==> src/rtl/alu_pkg.sv <==
// Shared types for the ALU command sequencer: op codes, sequencer states and the
// buffered command word.
package alu_pkg;

  localparam int unsigned ALU_DATA_W = 8;

  typedef enum logic [2:0] {
    ALU_ADD = 3'd0,
    ALU_SUB = 3'd1,
    ALU_MUL = 3'd2,
    ALU_DIV = 3'd3,
    ALU_SHL = 3'd4,
    ALU_SHR = 3'd5,
    ALU_ROL = 3'd6,
    ALU_ROR = 3'd7
  } alu_op_e;

  typedef enum logic [1:0] {
    IDLE  = 2'd0,
    ISSUE = 2'd1,
    WAIT  = 2'd2,
    HOLD  = 2'd3
  } seq_state_e;

  typedef struct packed {
    logic [ALU_DATA_W-1:0] a;
    logic [ALU_DATA_W-1:0] b;
    alu_op_e               op;
  } alu_cmd_t;

  function automatic logic is_div_by_zero(input alu_op_e op, input logic [ALU_DATA_W-1:0] b);
    return (op == ALU_DIV) && (b == '0);
  endfunction

endpackage

==> src/rtl/alu_cmd_fifo.sv <==
// Synchronous FIFO of ALU commands. Push is ignored when full, pop when empty;
// only the pointers and count are reset, the storage is not.
module alu_cmd_fifo
  import alu_pkg::*;
#(
  parameter int unsigned DEPTH = 4
) (
  input  logic                   clk,
  input  logic                   rst_n,
  input  logic                   push,
  input  alu_cmd_t               wr_data,
  input  logic                   pop,
  output alu_cmd_t               rd_data,
  output logic                   full,
  output logic                   empty,
  output logic [$clog2(DEPTH):0] count
);

  localparam int unsigned PTR_W = $clog2(DEPTH);

  alu_cmd_t         mem_q [DEPTH];
  logic [PTR_W-1:0] wr_ptr_q, wr_ptr_d;
  logic [PTR_W-1:0] rd_ptr_q, rd_ptr_d;
  logic [PTR_W:0]   count_q, count_d;
  logic             do_push, do_pop;

  assign full    = (count_q == (PTR_W+1)'(DEPTH));
  assign empty   = (count_q == '0);
  assign count   = count_q;
  assign rd_data = mem_q[rd_ptr_q];

  // DEPTH is a power of two, so the pointers wrap by plain overflow.
  always_comb begin
    do_push  = push && !full;
    do_pop   = pop && !empty;
    wr_ptr_d = wr_ptr_q + PTR_W'(do_push);
    rd_ptr_d = rd_ptr_q + PTR_W'(do_pop);
    count_d  = count_q + (PTR_W+1)'(do_push) - (PTR_W+1)'(do_pop);
  end

  always_ff @(posedge clk or negedge rst_n) begin
    if (!rst_n) begin
      wr_ptr_q <= '0;
      rd_ptr_q <= '0;
      count_q  <= '0;
    end else begin
      wr_ptr_q <= wr_ptr_d;
      rd_ptr_q <= rd_ptr_d;
      count_q  <= count_d;
    end
  end

  always_ff @(posedge clk) begin
    if (do_push) mem_q[wr_ptr_q] <= wr_data;
  end

endmodule

==> src/rtl/alu_cmd_sequencer.sv <==
// Buffers ALU commands, issues them one at a time to a registered ALU and returns
// results in order. Define ALU_SEQ_DIV0_FLAG_EN to add the out_div0 flag.
module alu_cmd_sequencer
  import alu_pkg::*;
#(
  parameter int unsigned DEPTH  = 4,
  parameter int unsigned DATA_W = 8
) (
  input  logic              clk,
  input  logic              rst_n,
  input  logic              in_valid,
  output logic              in_ready,
  input  logic [DATA_W-1:0] in_a,
  input  logic [DATA_W-1:0] in_b,
  input  logic [2:0]        in_op,
  output logic [DATA_W-1:0] alu_a,
  output logic [DATA_W-1:0] alu_b,
  output logic [2:0]        alu_op,
  input  logic [DATA_W-1:0] alu_result,
  output logic              out_valid,
  input  logic              out_ready,
  output logic [DATA_W-1:0] out_result,
  output logic [2:0]        out_op,
  output logic              busy
`ifdef ALU_SEQ_DIV0_FLAG_EN
  ,
  output logic              out_div0
`endif
);

  localparam logic [1:0] ST_IDLE  = IDLE;
  localparam logic [1:0] ST_ISSUE = ISSUE;
  localparam logic [1:0] ST_WAIT  = WAIT;
  localparam logic [1:0] ST_HOLD  = HOLD;

  alu_cmd_t               fifo_wr_data, fifo_rd_data;
  logic                   fifo_pop, fifo_full, fifo_empty;
  logic [$clog2(DEPTH):0] fifo_count;

  logic [1:0]        state_q, state_d;
  logic [DATA_W-1:0] alu_a_q, alu_a_d, alu_b_q, alu_b_d;
  logic [2:0]        alu_op_q, alu_op_d, out_op_q, out_op_d;
  logic [DATA_W-1:0] out_result_q, out_result_d;
  logic              out_valid_q, out_valid_d;
`ifdef ALU_SEQ_DIV0_FLAG_EN
  logic              out_div0_q, out_div0_d;
`endif

  // Both ports transfer on a rising edge where valid && ready; in_ready and
  // out_valid come straight from flops, and out_* stay frozen while valid && !ready.
  assign fifo_wr_data = '{a: in_a, b: in_b, op: alu_op_e'(in_op)};

  alu_cmd_fifo #(.DEPTH(DEPTH)) u_fifo (
    .clk     (clk),
    .rst_n   (rst_n),
    .push    (in_valid),
    .wr_data (fifo_wr_data),
    .pop     (fifo_pop),
    .rd_data (fifo_rd_data),
    .full    (fifo_full),
    .empty   (fifo_empty),
    .count   (fifo_count)
  );

  always_comb begin
    state_d      = state_q;
    alu_a_d      = alu_a_q;
    alu_b_d      = alu_b_q;
    alu_op_d     = alu_op_q;
    out_result_d = out_result_q;
    out_op_d     = out_op_q;
    out_valid_d  = out_valid_q;
    fifo_pop     = 1'b0;
`ifdef ALU_SEQ_DIV0_FLAG_EN
    out_div0_d   = out_div0_q;
`endif
    case (state_q)
      ST_IDLE: begin
        if (!fifo_empty) begin
          fifo_pop = 1'b1;
          state_d  = ST_ISSUE;
        end
      end
      ST_ISSUE: state_d = ST_WAIT;
      ST_WAIT: begin
        // The ALU registered the issued operands on the previous edge.
        out_result_d = alu_result;
        out_op_d     = alu_op_q;
        out_valid_d  = 1'b1;
`ifdef ALU_SEQ_DIV0_FLAG_EN
        out_div0_d   = is_div_by_zero(alu_op_e'(alu_op_q), alu_b_q);
        if (out_div0_d) out_result_d = '1;
`endif
        state_d      = ST_HOLD;
      end
      ST_HOLD: begin
        if (out_ready) begin
          out_valid_d = 1'b0;
          if (!fifo_empty) begin
            fifo_pop = 1'b1;
            state_d  = ST_ISSUE;
          end else begin
            state_d  = ST_IDLE;
          end
        end
      end
      default: state_d = ST_IDLE;
    endcase
    if (fifo_pop) begin
      alu_a_d  = fifo_rd_data.a;
      alu_b_d  = fifo_rd_data.b;
      alu_op_d = fifo_rd_data.op;
    end
  end

  always_ff @(posedge clk or negedge rst_n) begin
    if (!rst_n) begin
      state_q      <= ST_IDLE;
      alu_a_q      <= '0;
      alu_b_q      <= '0;
      alu_op_q     <= '0;
      out_result_q <= '0;
      out_op_q     <= '0;
      out_valid_q  <= 1'b0;
`ifdef ALU_SEQ_DIV0_FLAG_EN
      out_div0_q   <= 1'b0;
`endif
    end else begin
      state_q      <= state_d;
      alu_a_q      <= alu_a_d;
      alu_b_q      <= alu_b_d;
      alu_op_q     <= alu_op_d;
      out_result_q <= out_result_d;
      out_op_q     <= out_op_d;
      out_valid_q  <= out_valid_d;
`ifdef ALU_SEQ_DIV0_FLAG_EN
      out_div0_q   <= out_div0_d;
`endif
    end
  end

  assign in_ready   = !fifo_full;
  assign alu_a      = alu_a_q;
  assign alu_b      = alu_b_q;
  assign alu_op     = alu_op_q;
  assign out_valid  = out_valid_q;
  assign out_result = out_result_q;
  assign out_op     = out_op_q;
  assign busy       = (state_q != ST_IDLE) || (fifo_count != '0);
`ifdef ALU_SEQ_DIV0_FLAG_EN
  assign out_div0   = out_div0_q;
`endif

endmodule

==> config.mk <==
export PLATFORM = sky130hd
export DESIGN_NAME = alu_cmd_sequencer
export DESIGN_NICKNAME = d
export VERILOG_FILES = /design/src/rtl/alu_pkg.sv /design/src/rtl/alu_cmd_fifo.sv /design/src/rtl/alu_cmd_sequencer.sv
export SDC_FILE = /design/constraint.sdc
export NUM_CORES = 1
export LEC_CHECK = 0
export CAP_MARGIN = 10
export CORE_MARGIN = 1
export CORE_UTILIZATION = 58
export DETAILED_ROUTE_END_ITERATION = 10
export PLACE_DENSITY = 0.87
export SLEW_MARGIN = 20
export SYNTH_ARGS = -nofsm -noshare
export SYNTH_HDL_FRONTEND = slang
export SYNTH_SLANG_ARGS = --single-unit
export TNS_END_PERCENT = 100
==> constraint.sdc <==
create_clock -name clk -period 6.9 [get_ports clk]
set_input_delay 0.69 -clock clk [delete_from_list [all_inputs] [get_ports clk]]
set_output_delay 0.69 -clock clk [all_outputs]
set_load 0.005 [all_outputs]
==> implementation parameters <==
Parameter                              Value

Outcome
  Result of the run ... finished, final reports clean

Placed design
  I/O Buffers ... 63
  Weighted congestion at the end of routability-driven global placement ... 0.727
  Post-detailed-placement half-perimeter wirelength ... 4430 um

Die
  Number of core rows ... 31
  Die Outline Area ... 0.00810 mm^2
  Number of top-level pins ... 64
  Starting utilization of the core area ... 60.9%
  Vertical die dimension ... 90.0 um
  DIE WIDTH ... 90.0 um
  Area of the core region ... 0.00737 mm^2

Layout
  Most common cell after layout, fill and taps aside ... edfxtp_1
  Leading cell types in the layout, fill and taps excluded ... edfxtp_1 (76), clkdlybuf4s50_1 (62), dfrtp_1 (39), mux2_2 (20), clkbuf_16 (17)
  Area of the multi-input gates ... 0.00114 mm^2
  Share of post-route cells with drive strength above 1 ... 27.1%
  Number of diodes added for antenna fixing ... 0
  Fillcell total ... 389
  Combined flip-flop and latch cell area ... 0.00328 mm^2
  Area growth, synth to finish ... 29.1%
  Final #Nets ... 333

Clock network
  Maximum level of the CTS H-tree ... 4
  Hold buffers post-CTS ... 0
  Post CTS Setup Buffer Count ... 0
  Buffer levels on the longest clock path ... 2
  Number of resized instances in the post-cts repair step ... 0
  Number of clock sinks ... 116
  Root buffer cell ... clkbuf_8
  Clock-pin slew on the worst setup and hold paths ... 0.05 ns
  Worst-Skew Late Latency ... 0.52 ns
  Clock buffers created by TritonCTS ... 17
  TritonCTS clock tree ... built

Synthesis
  Top flip-flop cell by instance count after synthesis ... edfxtp_1
  Mean instance size in the synthesized netlist ... 21.0 um^2
  Post-synth cell types ... 32
  EDFF count, synth ... 76
  Async set-reset flop share out of synthesis ... 34.5%
  Post-Synthesis Cells ... 214
  Total of flip-flops plus latches after synthesis ... 116
  Synth Net Count ... 254
  Register area share after synthesis ... 73.1%
  Warnings from Yosys ... 0
  Post-Synthesis Cell Area ... 0.00449 mm^2

Timing
  Final setup violation count ... 0
  Worst clock skew on the final layout ... 0.00627 ns
  Setup TNS after final layout ... 0 ns
  Final min period ... 2.86 ns
  Unrepaired setup endpoints after global routing ... no
  Max Clk Rate ... 0.350 GHz
  Relative max-transition margin ... 32.8%
  Fin. Hold Viols ... 0
  Crit share post-route ... 41.4%
  Final Max Slew Viols ... 0
  Actual slew at the worst max-slew pin ... 1.01 ns

Worst setup path
  Cells along the critical path ... inv_1 -> ha_1 -> or4b_4 -> clkdlybuf4s50_1
  Critical Path AT ... 2.17 ns
  CP Launch Point ... state_q[0]
  Peak fanout along the critical path ... 4
  CP Launch Type ... flip-flop
  Slowest stage cell on the critical path ... or4b_4
  Reg2Reg Launch Point ... state_q[0]
  Req. time, crit path ... 6.21 ns
  Type of the setup path with the least slack ... reg2out
  Maximum cell stage delay along the critical path ... 0.49 ns
  Reg2Reg Setup Slack ... 4.31 ns
  Crit. End Element ... output pin

Power and ir drop
  Switching portion of total power ... 27.2%
  Maximum VDD drop ... 0.249 mV
  Power Dens Cells ... 474 mW/mm^2
  Proportion of power drawn by the clock network ... 29.0%
  Final Power ... 2.75 mW
  Combinational share of power ... 29.9%
  Switching power summed over all nets ... 0.747 mW
  Leakage power total ... 2.18 nW
  Proportion of power drawn by flip-flops and latches ... 41.2%
  Internal power ... 2.00 mW

Detailed routing
  Detailed-route via count ... 2271
  Count of antenna-violating nets left after detailed routing ... 0
  Final Routed Wirelength ... 8010 um
  Drt via density ... 5.61
  Post-detailed-route wirelength per cell ... 19.8 um
  First-pass iteration count of the detailed router ... 4
  Number of violations reported at the end of detailed-routing iteration 0 ... 122
  DRC violations left ... 0

Min path
  Worst min-delay path category ... in2async

GRT
  Antenna violations before repair ... 0
  Global-route usage over all layers ... 22.3%
  Global-route wire length before repair ... 13000 um
  Number of global-route vias before repair ... 2461
  Pin count of the biggest net entering global routing ... 41
  Remaining global-route overflow ... 0

Job
  Max Cap Viol ... 0
==> flip-flops by register name, indices dropped and copies added (netlist names) <==
signal	cells
u_fifo.wr_ptr_q	2
out_result	8
out_op	3
out_valid	1
u_fifo.rd_ptr_q	2
u_fifo.count	3
u_fifo.mem_q	76
alu_op	3
alu_b	8
alu_a	8
state_q	2
==> power groups by stage <==
stage | logic (mW) | clock network, mW | registers [mW]
2_1_floorplan | 0.545 | 0 | 1.07
3_3_place_gp | 0.791 | 0 | 1.13
3_5_place_dp | 0.817 | 0 | 1.14
4_1_cts | 0.836 | 0.809 | 1.13
5_1_grt | 0.885 | 0.839 | 1.16
6_report | 0.821 | 0.797 | 1.13
==> area by class of cell <==
class | instances | share of cell area [%]
Clock buffer | 25 | 8.89
Multi-Input combinational cell | 82 | 19.7
Tap cell | 99 | 2.14
Sequential cell | 116 | 56.7
Inverter | 9 | 0.583
Clock inverter | 7 | 0.755
Timing Repair Buffer | 67 | 11.3
==> cells by family after synthesis <==
kind of cell | Yosys count | share of synthesized area (%)
flip-flops | 116 | 73.1
multiplexers | 49 | 18.6
buffers and inverters | 16 | 1.92
AND/OR/NAND/NOR | 15 | 2.15
adder cells (fa/ha/maj) | 9 | 2.68
AO/OA/AOI/OAI | 5 | 0.697
XOR/XNOR | 4 | 0.781
==> metal layers <==
| metal | GRT usage [%] | wire length, um | vias up |
|---|---|---|---|
| li1 | - | - | 1004 |
| met1 | 28.0 | 3220 | 1159 |
| met2 | 36.2 | 4120 | 93 |
| met3 | 5.50 | 467 | 15 |
| met4 | 12.4 | 200 | 0 |
| met5 | 0 | 0 | - |
==> final timing paths <==
path                                      end  cells after the start
setup reg to reg              u_fifo.count[2]                     10
hold / removal                      out_valid                      1
min in group clk                out_result[6]                      1
setup / recovery                         busy                      4
max in group asynchronous  u_fifo.rd_ptr_q[0]                      1
hold reg to reg                 out_result[6]                      1
==> synth_stat cells, types with 2 or more instances <==
| library cell | n | area share [%] |
|---|---|---|
| inv_1 | 9 | 0.75 |
| ha_1 | 8 | 2.2 |
| xnor2_1 | 2 | 0.39 |
| clkbuf_1 | 2 | 0.17 |
| buf_2 | 2 | 0.22 |
| edfxtp_1 | 76 | 51 |
| xor2_1 | 2 | 0.39 |
| nor3b_1 | 2 | 0.33 |
| mux4_2 | 10 | 5.0 |
| dfrtp_1 | 40 | 22 |
| mux2_4 | 10 | 3.3 |
| nand2b_1 | 2 | 0.28 |
| nor3_1 | 3 | 0.33 |
| mux4_1 | 9 | 5.3 |
| mux2_2 | 20 | 5.0 |
==> worst max-delay path: cells and delay by family (launching register included) <==
kind          cells  cell delay [ns]
fa+ha+maj         1             0.18
simple gates      1             0.49
flops             1             0.41
buf+inv           2             0.58
==> per-stage QoR <==
step / setup WS (ns) / util (%) / area, um^2 / hold WS (ns) / instances
6_report: 4.04 / 78.7 / 5800 / 0.312 / 405
5_1_grt: 3.97 / 78.7 / 5800 / 0.381 / 405
4_1_cts: 4.03 / 78.6 / 5800 / 0.327 / 405
3_5_place_dp: 3.90 / 71.1 / 5240 / 0.495 / 373
3_3_place_gp: 3.95 / 71.1 / 5240 / 0.488 / 373
2_1_floorplan: 4.23 / - / 4490 / 0.394 / 214
Note: power is estimated with default switching activity, not from simulation.
